===== src/rtl/request_arbiter_8_if.sv =====
// Handshake/bus bundle between the round-robin request arbiter and its surroundings.
// master = arbiter side, slave = request sources plus grant consumer.
interface request_arbiter_8_if #(
    parameter int N = 8
);
    localparam int PW = $clog2(N);

    logic          enable;
    logic [N-1:0]  req;
    logic [N-1:0]  grant_onehot;
    logic          grant_valid;
    logic          grant_ready;
    logic [N-1:0]  pending;
    logic [PW-1:0] ptr;    // round-robin pointer, exported for observation

    modport master (
        input  enable,
        input  req,
        input  grant_ready,
        output grant_onehot,
        output grant_valid,
        output pending,
        output ptr
    );

    modport slave (
        output enable,
        output req,
        output grant_ready,
        input  grant_onehot,
        input  grant_valid,
        input  pending,
        input  ptr
    );
endinterface


===== src/rtl/request_arbiter_8.sv =====
// Round-robin request arbiter producing a registered one-hot grant for an 8-to-3 encoder.
// Define ARB_EDGE_DETECT_EN for rising-edge request capture; default is level capture.
module request_arbiter_8 #(
    parameter int N = 8
) (
    input logic                 clk,
    input logic                 reset,
    request_arbiter_8_if.master bus
);
    localparam int            PW   = $clog2(N);
    localparam logic [PW-1:0] LAST = PW'(N - 1);
    localparam logic [N-1:0]  ONE  = {{(N - 1){1'b0}}, 1'b1};

    // Handshake: a transfer happens at an edge where grant_valid & grant_ready; while
    // grant_valid is high and grant_ready is low, grant_onehot and ptr hold steady.
    logic [N-1:0]  pending_q;
    logic [N-1:0]  grant_q;
    logic          valid_q;
    logic [PW-1:0] ptr_q;

    logic [N-1:0]  captured;
    logic [N-1:0]  sel_onehot;
    logic [N-1:0]  pending_nxt;
    logic [PW-1:0] sel;
    logic [PW-1:0] idx;
    logic          found;
    logic          transfer;
    logic          load;

`ifdef ARB_EDGE_DETECT_EN
    logic [N-1:0] req_prev;

    always_ff @(posedge clk) begin
        if (reset) begin
            req_prev <= '0;
        end else begin
            req_prev <= bus.req;
        end
    end

    assign captured = bus.req & ~req_prev;
`else
    assign captured = bus.req;
`endif

    // First set pending bit at or above ptr, wrapping explicitly mod N.
    always_comb begin
        found = 1'b0;
        sel   = '0;
        idx   = '0;
        for (int i = 0; i < N; i++) begin
            idx = PW'((int'(ptr_q) + i) % N);
            if (!found && pending_q[idx]) begin
                found = 1'b1;
                sel   = idx;
            end
        end
    end

    assign sel_onehot  = ONE << sel;
    assign transfer    = valid_q & bus.grant_ready;
    assign load        = (!valid_q || transfer) && bus.enable && found;
    // A capture in the same edge as the grant re-sets the bit: set wins over clear.
    assign pending_nxt = (pending_q & ~(load ? sel_onehot : '0)) | captured;

    always_ff @(posedge clk) begin
        if (reset) begin
            pending_q <= '0;
            grant_q   <= '0;
            valid_q   <= 1'b0;
            ptr_q     <= '0;
        end else begin
            pending_q <= pending_nxt;
            if (load) begin
                grant_q <= sel_onehot;
                valid_q <= 1'b1;
                ptr_q   <= (sel == LAST) ? '0 : sel + 1'b1;
            end else if (transfer) begin
                grant_q <= '0;
                valid_q <= 1'b0;
            end
        end
    end

    assign bus.grant_onehot = grant_q;
    assign bus.grant_valid  = valid_q;
    assign bus.pending      = pending_q;
    assign bus.ptr          = ptr_q;
endmodule


===== src/flat_wrapper.sv =====
// flat-port wrapper written by rule: the top's interface ports become plain ports
module request_arbiter_8_flat 
#(
    parameter int N = 8
)
  (clk, reset, bus_enable, bus_req, bus_grant_ready, bus_grant_onehot, bus_grant_valid, bus_pending, bus_ptr);
  request_arbiter_8_if #(.N(N)) bus_i ();
  input logic clk;
  input logic reset;
  input wire logic [$bits(bus_i.enable)-1:0] bus_enable;
  input wire logic [$bits(bus_i.req)-1:0] bus_req;
  input wire logic [$bits(bus_i.grant_ready)-1:0] bus_grant_ready;
  output wire logic [$bits(bus_i.grant_onehot)-1:0] bus_grant_onehot;
  output wire logic [$bits(bus_i.grant_valid)-1:0] bus_grant_valid;
  output wire logic [$bits(bus_i.pending)-1:0] bus_pending;
  output wire logic [$bits(bus_i.ptr)-1:0] bus_ptr;
  assign bus_i.enable = bus_enable;
  assign bus_i.req = bus_req;
  assign bus_i.grant_ready = bus_grant_ready;
  assign bus_grant_onehot = bus_i.grant_onehot;
  assign bus_grant_valid = bus_i.grant_valid;
  assign bus_pending = bus_i.pending;
  assign bus_ptr = bus_i.ptr;
  request_arbiter_8 #(.N(N)) u_core (.clk(clk), .reset(reset), .bus(bus_i));
endmodule

===== config.mk =====
export PLATFORM = sky130hd
export DESIGN_NAME = request_arbiter_8_flat
export DESIGN_NICKNAME = d
export VERILOG_FILES = /design/src/rtl/request_arbiter_8_if.sv /design/src/rtl/request_arbiter_8.sv /design/src/flat_wrapper.sv
export SDC_FILE = /design/constraint.sdc
export NUM_CORES = 1
export LEC_CHECK = 0
export CORE_UTILIZATION = 45
export CTS_CLUSTER_DIAMETER = 200
export DETAILED_ROUTE_END_ITERATION = 12
export PLACE_DENSITY_LB_ADDON = 0.25
export SLEW_MARGIN = 20
export SYNTH_ARGS = -nofsm -noshare
export SYNTH_HDL_FRONTEND = slang
export SYNTH_SLANG_ARGS = --single-unit
export TNS_END_PERCENT = 50

===== constraint.sdc =====
create_clock -name clk -period 6.4 [get_ports clk]
set_clock_uncertainty 0.1 [all_clocks]
set_input_delay 1.28 -clock clk [delete_from_list [all_inputs] [get_ports clk]]
set_output_delay 1.28 -clock clk [all_outputs]
set_load 0.02 [all_outputs]

### After elaboration in Yosys (flattened, before gate mapping)

Cells that the tools add are included.
W data, S select, Z words.

* $lt $le $gt $ge: 8
* multiplexer cells: 38
* shifts and indexed selects: 1
* reduce and logical (&&, ||, !) cells: 19
* bitwise logic cells: 4
* add/sub/neg operators: 8
* equality and inequality tests: 1

Operators by type and width (count)
* $lt A3 B4 Y1 const B: 8
* $mux W3: 9
* $bmux W1 S3: 8
* $mux W8: 3
* $mux W1: 18
* $add A3 B3 Y3 const B: 4
* $logic_and A1 B1 Y1: 9
* $and A8 B8 Y8: 1
* $logic_not A1 Y1: 8
* $not A8 Y8: 1
* $or A8 B8 Y8: 1
* $shl A1 B3 Y8 const A: 1
* $add A3 B1 Y3 const B: 2
* $add A3 B2 Y3 const B: 2
* $eq A3 B3 Y1 const B: 1
* $reduce_bool A2 Y1: 1
* $and A1 B1 Y1: 1
* $logic_or A1 B1 Y1: 1

* input port bits: 12
* word-level logic and storage cells: 83
* register bits: 20
* output and inout port bits: 20

### Depth between registers and ports, before layout

Gate-level depths: netlist (run 1).

* word-level depth: 29
* mapped depth: 17
* depth with buffers taken out: 14

### Least setup slack after synthesis (run 1)

Ideal clock, no wire load.

* kind: register to register
* from: register u_core.ptr_q[1] (netlist: u_core.bus.ptr[1])
* to: register u_core.grant_q[7] (netlist: u_core.bus.grant_onehot[7])
* required time: 6215 ps
* setup time: 85 ps
* clock period less this slack: 3817 ps
* arrival: 3633 ps
* buffers on the path: 3
* stages on the path, launching flop included: 18
* path slack: 2583 ps
* cell sequence: dfxtp_1 buf_4 inv_1 ha_1 buf_6 buf_8 mux4_2 mux2_4 or2_1 o21ai_0 nand2_1 o221a_2 o41ai_1 ha_1 ha_1 a31oi_1 or3_1 o31ai_2

* word-level cells in the longest chain between the ends: 26
* elaborated cells on any way between the ends: 57
* those cells by class: add/sub (7); shift (1); mux (33); reduce/logical (16)

RTL lines
* start: declaration: line request_arbiter_8.sv:19 `logic [PW-1:0] ptr_q;`
* start signal: assignment: line request_arbiter_8.sv:77 `ptr_q <= (sel == LAST) ? '0 : sel + 1'b1;`
* branches (longest 26 deep; another with $add A3 B1 Y3)
* end signal: assignment: line request_arbiter_8.sv:75 `grant_q <= sel_onehot;`
* end: declaration: line request_arbiter_8.sv:17 `logic [N-1:0] grant_q;`

Parallel ways; which one is timed is not known. The select of a mux whose other input is x is not followed.
A chain may end at the register's enable or synchronous reset.

### Worst setup path after layout (run 1)

Ends and elaborated chain as after synthesis.

==> results.py, run 1 <==
metrics = {
    "worst_setup_path": {
        "crit_arrival_ns": 4.69,
        "cp_max_fo": 17,
        "crit_type": "reg -> reg",
        "cp.required_ns": 6.47,
        "crit_start": "u_core.bus.ptr[1]$_SDFFE_PP0P_",
        "end_kind": "flop",
        "ff2ff_path_depth": 14,
        "cp-start-kind": "flop",
        "slowest_delay_ns": 0.79,
        "r2r-end": "u_core.bus.grant_onehot[7]$_SDFFE_PP0P_",
        "reg2reg_from": "u_core.bus.ptr[1]$_SDFFE_PP0P_",
        "reg2reg_setup_slack_ns": 1.78,
        "crit_path_end": "u_core.bus.grant_onehot[7]$_SDFFE_PP0P_",
        "slowest_stage": "ha_1",
        "crit_top_cell": "ha_1",
        "path_cells": "inv_1 -> ha_1 -> mux4_2 -> a21oi_1 -> a32oi_2 -> nand2b_4 -> or2_2 -> nor2_1 -> o32a_1 -> ha_1 -> ha_1 -> a31oi_1 -> or3_1 -> o31ai_2",
    },
    "logic_synthesis": {
        "synth_compound_area_share_pct": 23.03,
        "synth_edf_count": 0,
        "ys_ff_latch": 20,
        "yosysSeqAreaShare_pct": 19.98,
        "synth_nets": 213,
        "syn_area_um2": 2004,
        "synthSimpleGateAreaFrac_pct": 17.54,
        "synth_area_per_cell_um2": 10.33,
        "synth_fa_ha_area_share_pct": 4.370,
        "ys.flop_type": "dfxtp_1",
        "synth_warnings": 0,
        "synth-xor-area-share_pct": 1.311,
        "synth_top_family_by_area": "multiplexers",
        "synth.distinct_cells": 66,
        "muxShareOfSynthArea_pct": 28.40,
        "syn_inst": 194,
        "synth_async_sr_flop_share_pct": 0,
    },
    "finish": {
        "diodes": 0,
        "layout_common_cells": "clkdlybuf4s50_1, dfxtp_1, mux2i_1, nor2_1, mux4_2",
        "area_growth_pct": 18.29,
        "drive_above_1_share_pct": 21.46,
        "num-fill-cells": 379,
        "final-instance-count-excl-fill": 269,
        "final_nets": 239,
        "final_common_cell": "clkdlybuf4s50_1",
    },
    "clock_network": {
        "cts_buffers": 3,
        "htreeDepth": 1,
        "clock-sinks": 20,
        "clk_latency_ns": 0.26,
        "cts_tree": "yes",
        "postCtsSetupRepairBufs": 0,
        "ctsHoldBuffers": 0,
        "root_buffer": "clkbuf_8",
        "cts.clk_slew.worst_paths_ns": 0.08,
        "cts_resized": 0,
        "max-clock-path-buffers": 2,
    },
    "timing": {
        "max-slew-margin-rel_pct": 51.92,
        "worst_slew_pin_slew_ns": 0.7189,
        "drv_slew": 0,
        "max_freq_ghz": 0.2167,
        "fin_crit_ns": 4.615,
        "finalSetupTns_ns": 0,
        "setup_slack_ns": 1.785,
        "setup_viol": 0,
        "finalHoldViolCount": 0,
        "post-route-period-util_pct": 72.11,
        "rsz0062_at_grt": "false",
    },
    "drt": {
        "first_pass_iters": 4,
        "route.detailed.drc": 0,
        "vias_per_cell": 6.152,
        "drt-total-wl_mm": 4.879,
        "wl_per_cell_um": 18.14,
        "dr_total_vias": 1655,
        "antenna_left": 0,
        "dr.first_iter.drc_count": 129,
    },
    "status": {
        "status": "completed",
    },
    "placement": {
        "dpl_worst_slack_ns": 1.809,
        "place_congestion": 0.8454,
        "dp_hpwl_mm": 3.561,
        "placed_cells_incl_taps": 265,
        "portBuffers": 31,
    },
    "grt": {
        "track_usage_pct": 23.42,
        "overflow": 0,
        "antenna_found_initial": 0,
        "grt_pass1_wl_mm": 8.266,
        "first_global_vias": 1620,
        "grt_max_degree": 24,
    },
    "floorplanning": {
        "rows": 23,
        "die_h_um": 68.74,
        "core_area_um2": 4144,
        "die_w_um": 68.74,
        "initial_utilization_pct": 48.37,
        "io_pins": 32,
        "die_area_um2": 4725,
    },
    "power_and_ir_drop": {
        "power_density_nw_per_um2": 568.3,
        "p_leak_uw": 0.0008600,
        "peakVddDrop_v": 0.0002695,
    },
    "hold_path": {
        "min_from": "u_core.bus.grant_onehot[3]$_SDFFE_PP0P_",
        "hold_class": "reg -> reg",
    },
    "flow_run": {
        "max-cap-violations": 0,
    },
}
## metal layers
metal  routed length, µm  GRT usage, %
met1                2232         31.41
met2                2309         40.20
met3                 255         2.467
met4                  81         5.612
met5                   0             0
## cells in the mapped netlist (all sizes together) (3+ instances only)
| cell type | count | share of area, % |
|---|---|---|
| ha | 7 | 4.4 |
| mux2i | 20 | 11 |
| o211ai | 3 | 2.1 |
| buf | 9 | 3.9 |
| mux2 | 9 | 5.4 |
| inv | 6 | 1.1 |
| a21oi | 4 | 1.0 |
| a22o | 7 | 3.1 |
| nor3 | 5 | 1.5 |
| mux4 | 11 | 12 |
| nor3b | 3 | 1.6 |
| nand2 | 7 | 1.3 |
| nor2b | 10 | 3.1 |
| nor2 | 19 | 3.7 |
| and2 | 3 | 1.1 |
| a311oi | 7 | 3.1 |
| nand2b | 5 | 2.3 |
| o21ai | 4 | 1.2 |
| dfxtp | 20 | 20 |
## area by class of cell
type	instances	area, µm²	share of cell area, %
Clock buffer	3	41.29	1.741
Clock inverter	1	30.03	1.266
Inverter	6	22.52	0.9499
Multi-Input combinational cell	157	1496	63.11
Sequential cell	20	400.4	16.89
Tap cell	50	62.56	2.639
Timing Repair Buffer	32	317.8	13.40
## state kept, by name (all words and copies together) (netlist names)
name and count:
u_core.bus.pending 8, u_core.bus.ptr 3, u_core.bus.grant_valid 1, u_core.bus.grant_onehot 8
## through the flow
step                power, µW  hold WS, ns  area (µm²)  util, %
finish                   1347       0.3868        2371    57.22
global route             1460       0.4127        2371    57.22
global placement         1219       0.3647        2300    55.50
CTS                      1357       0.3899        2371    57.22
floorplan                1006       0.4934        2004        -
detailed placement       1221       0.3632        2300    55.50
## power by group
group / internal, µW / switching [µW]
Sequential: 156 / 48.6
Clock: 83.4 / 42.7
Combinational: 487 / 530
## worst min path at each step
stage | to | slack (ns) | cells after the start
global placement | u_core.bus.grant_onehot[3]$_SDFFE_PP0P_ | 0.36 | 1
finish | u_core.bus.grant_onehot[3]$_SDFFE_PP0P_ | 0.39 | 1
CTS | u_core.bus.grant_onehot[3]$_SDFFE_PP0P_ | 0.39 | 1
floorplan | u_core.bus.grant_onehot[3]$_SDFFE_PP0P_ | 0.49 | 1
global route | u_core.bus.grant_onehot[4]$_SDFFE_PP0P_ | 0.41 | 1
detailed placement | u_core.bus.grant_onehot[5]$_SDFFE_PP0P_ | 0.36 | 1
## critical path, delay by kind of cell (launching register included)
family | cells | cell delay [ns]
compound gates | 5 | 0.65
flops | 1 | 0.69
mux | 1 | 0.65
fa+ha+maj | 3 | 1.18
buf+inv | 1 | 0.23
simple gates | 4 | 1.03
## cells by family (layout without fill, tap and decap cells)
| kind of cell | after synthesis | count (layout) |
|---|---|---|
| AOI/OAI and AO/OA | 49 | 49 |
| buffers and inverters | 17 | 42 |
| xor gates and xnor gates | 3 | 3 |
| DFF | 20 | 20 |
| and+or+nand+nor | 58 | 58 |
| adders and majority gates | 7 | 7 |
| muxes | 40 | 40 |
No activity file was read; power rests on OpenSTA's default activity.
==> run 2: changes to the inputs <==
clock period = 3.8 ns   (was 6.4 ns; I/O delays follow)
==> results.py, run 2 (synthesis results as in run 1) <==
metrics = {
    "status": {
        "status": "completed",
    },
    "drt": {
        "drt-total-wl_mm": 5.425,
        "vias_per_cell": 6.148,
        "wl_met2_mm": 2.582,
        "top_layer": "met4",
        "dr.first_iter.drc_count": 133,
        "dr_total_vias": 1789,
        "route.detailed.drc": 0,
        "first_pass_iters": 4,
        "antenna_left": 0,
        "wl_met3_um": 199,
        "wl_met1_mm": 2.586,
        "wl_per_cell_um": 18.64,
    },
    "clock_network": {
        "cts_tree": "yes",
        "cts_resized": 0,
        "max-clock-path-buffers": 2,
        "ctsHoldBuffers": 0,
        "clock-sinks": 20,
        "htreeDepth": 1,
        "postCtsSetupRepairBufs": 0,
        "cts_buffers": 3,
        "root_buffer": "clkbuf_8",
        "clk_latency_ns": 0.27,
        "cts.clk_slew.worst_paths_ns": 0.08,
    },
    "placement": {
        "dp_hpwl_mm": 4.045,
        "placed_cells_incl_taps": 287,
        "portBuffers": 31,
        "placed_cell_area_um2": 2466,
        "place_congestion": 0.9179,
    },
    "worst_setup_path": {
        "ff2ff_path_depth": 14,
        "r2r-end": "u_core.bus.grant_onehot[7]$_SDFFE_PP0P_",
        "crit_arrival_ns": 3.66,
        "crit_type": "reg -> reg",
        "slowest_stage": "mux4_2",
        "cp_max_fo": 9,
        "path_buf_inv": 1,
        "slowest_delay_ns": 0.59,
        "end_kind": "flop",
        "reg2reg_from": "u_core.bus.ptr[0]$_SDFFE_PP0P_",
        "reg2reg_setup_slack_ns": 0.22,
        "cp-start-kind": "flop",
        "cp.required_ns": 3.88,
        "path_cells": "inv_2 -> ha_4 -> mux4_2 -> a21oi_1 -> a32oi_2 -> nand2b_4 -> or2_2 -> nor2_1 -> o32a_1 -> ha_1 -> ha_1 -> a31oi_1 -> or3_1 -> o31ai_2",
        "path_delay_family": "simple AND/OR/NAND/NOR gates",
        "crit_top_cell": "ha_1",
    },
    "timing": {
        "post-route-period-util_pct": 94.30,
        "max_freq_ghz": 0.2791,
        "setup_viol": 0,
        "worst_slew_pin_slew_ns": 0.3993,
        "drv_slew": 0,
        "finalSetupTns_ns": 0,
        "rsz0062_at_grt": "false",
        "fin_crit_ns": 3.584,
        "finalHoldViolCount": 0,
        "max-slew-margin-rel_pct": 73.35,
    },
    "finish": {
        "final-instance-count-excl-fill": 291,
        "final_nets": 261,
        "area_growth_pct": 28.09,
        "final_common_cell": "clkdlybuf4s50_1",
        "layout_common_cells": "clkdlybuf4s50_1, buf_4, mux2i_1, dfxtp_1, nor2_1",
        "num-fill-cells": 346,
        "diodes": 0,
        "fin_area_um2": 2567,
        "drive_above_1_share_pct": 30.29,
    },
    "hold_path": {
        "min_delay_path_depth": 1,
        "hold_class": "reg -> reg",
        "min_to": "u_core.bus.grant_onehot[3]$_SDFFE_PP0P_",
        "min_from": "u_core.bus.grant_onehot[3]$_SDFFE_PP0P_",
    },
    "floorplanning": {
        "core_area_um2": 4144,
        "die_w_um": 68.74,
        "io_pins": 32,
        "die_h_um": 68.74,
        "rows": 23,
        "die_area_um2": 4725,
        "initial_utilization_pct": 48.37,
    },
    "power_and_ir_drop": {
        "power_density_nw_per_um2": 958.3,
        "p_leak_uw": 0.0009745,
        "peakVddDrop_v": 0.0004842,
    },
    "grt": {
        "first_global_vias": 1676,
        "grt_max_degree": 22,
        "track_usage_pct": 24.53,
        "overflow": 0,
        "antenna_found_initial": 0,
        "grt_pass1_wl_mm": 8.452,
    },
    "flow_run": {
        "max-cap-violations": 0,
    },
}
[run 2: worst register-to-register path: stages, from the launching register on]
cell and delay [ns]:
dfxtp_1 0.35, inv_2 0.08, ha_4 0.34, mux4_2 0.59, a21oi_1 0.21, a32oi_2 0.08
nand2b_4 0.19, or2_2 0.32, nor2_1 0.13, o32a_1 0.20, ha_1 0.20, ha_1 0.21
a31oi_1 0.08, or3_1 0.37, o31ai_2 0.07
[run 2: area by class of cell]
cell class,instances,area [µm²],area share [%]
timing repair buffer,54,490.5,19.10
tap,50,62.56,2.437
clock inverter,1,30.03,1.170
inverter,6,22.52,0.8772
clock buffer,3,41.29,1.608
multi-input combinational,157,1519,59.16
sequential,20,401.6,15.64
[run 2: per-layer routing]
metal  vias up  track usage (%)
li1        858                -
met1       879            33.13
met2        45            42.16
met3         7            2.303
met4         0            5.612
met5         -                0
[run 2: power breakdown]
group	internal (µW)	leakage, µW	total (µW)	switching (µW)
clock	141	0.0000357	217	76.6
sequential	263	0.000165	310	47.1
combinational	951	0.000774	1930	982
total	1350	0.000975	2460	1110
[run 2: worst max-delay path by stage]
stage	to	depth (start not counted)	start	slack, ns
final	u_core.bus.grant_onehot[7]$_SDFFE_PP0P_	14	u_core.bus.ptr[0]$_SDFFE_PP0P_	0.22
after global placement	u_core.bus.grant_onehot[7]$_SDFFE_PP0P_	14	u_core.bus.ptr[0]$_SDFFE_PP0P_	0.15
after global routing	u_core.bus.grant_onehot[7]$_SDFFE_PP0P_	14	u_core.bus.ptr[0]$_SDFFE_PP0P_	0.02
after detailed placement	u_core.bus.grant_onehot[7]$_SDFFE_PP0P_	14	u_core.bus.ptr[0]$_SDFFE_PP0P_	0.09
after CTS	u_core.bus.grant_onehot[7]$_SDFFE_PP0P_	14	u_core.bus.ptr[0]$_SDFFE_PP0P_	0.03
after floorplan	u_core.bus.grant_onehot[7]$_SDFFE_PP0P_	17	u_core.bus.ptr[0]$_SDFFE_PP0P_	0.008
[run 2: through the flow]
step	utilization, %	hold slack, ns	setup slack, ns	power (µW)
detailed placement	59.51	0.3599	0.09489	2185
finish	61.96	0.3870	0.2164	2461
global placement	59.51	0.3625	0.1456	2172
floorplan	-	0.4934	0.007529	1695
global route	61.96	0.4121	0.01573	2622
CTS	61.23	0.3842	0.02931	2416
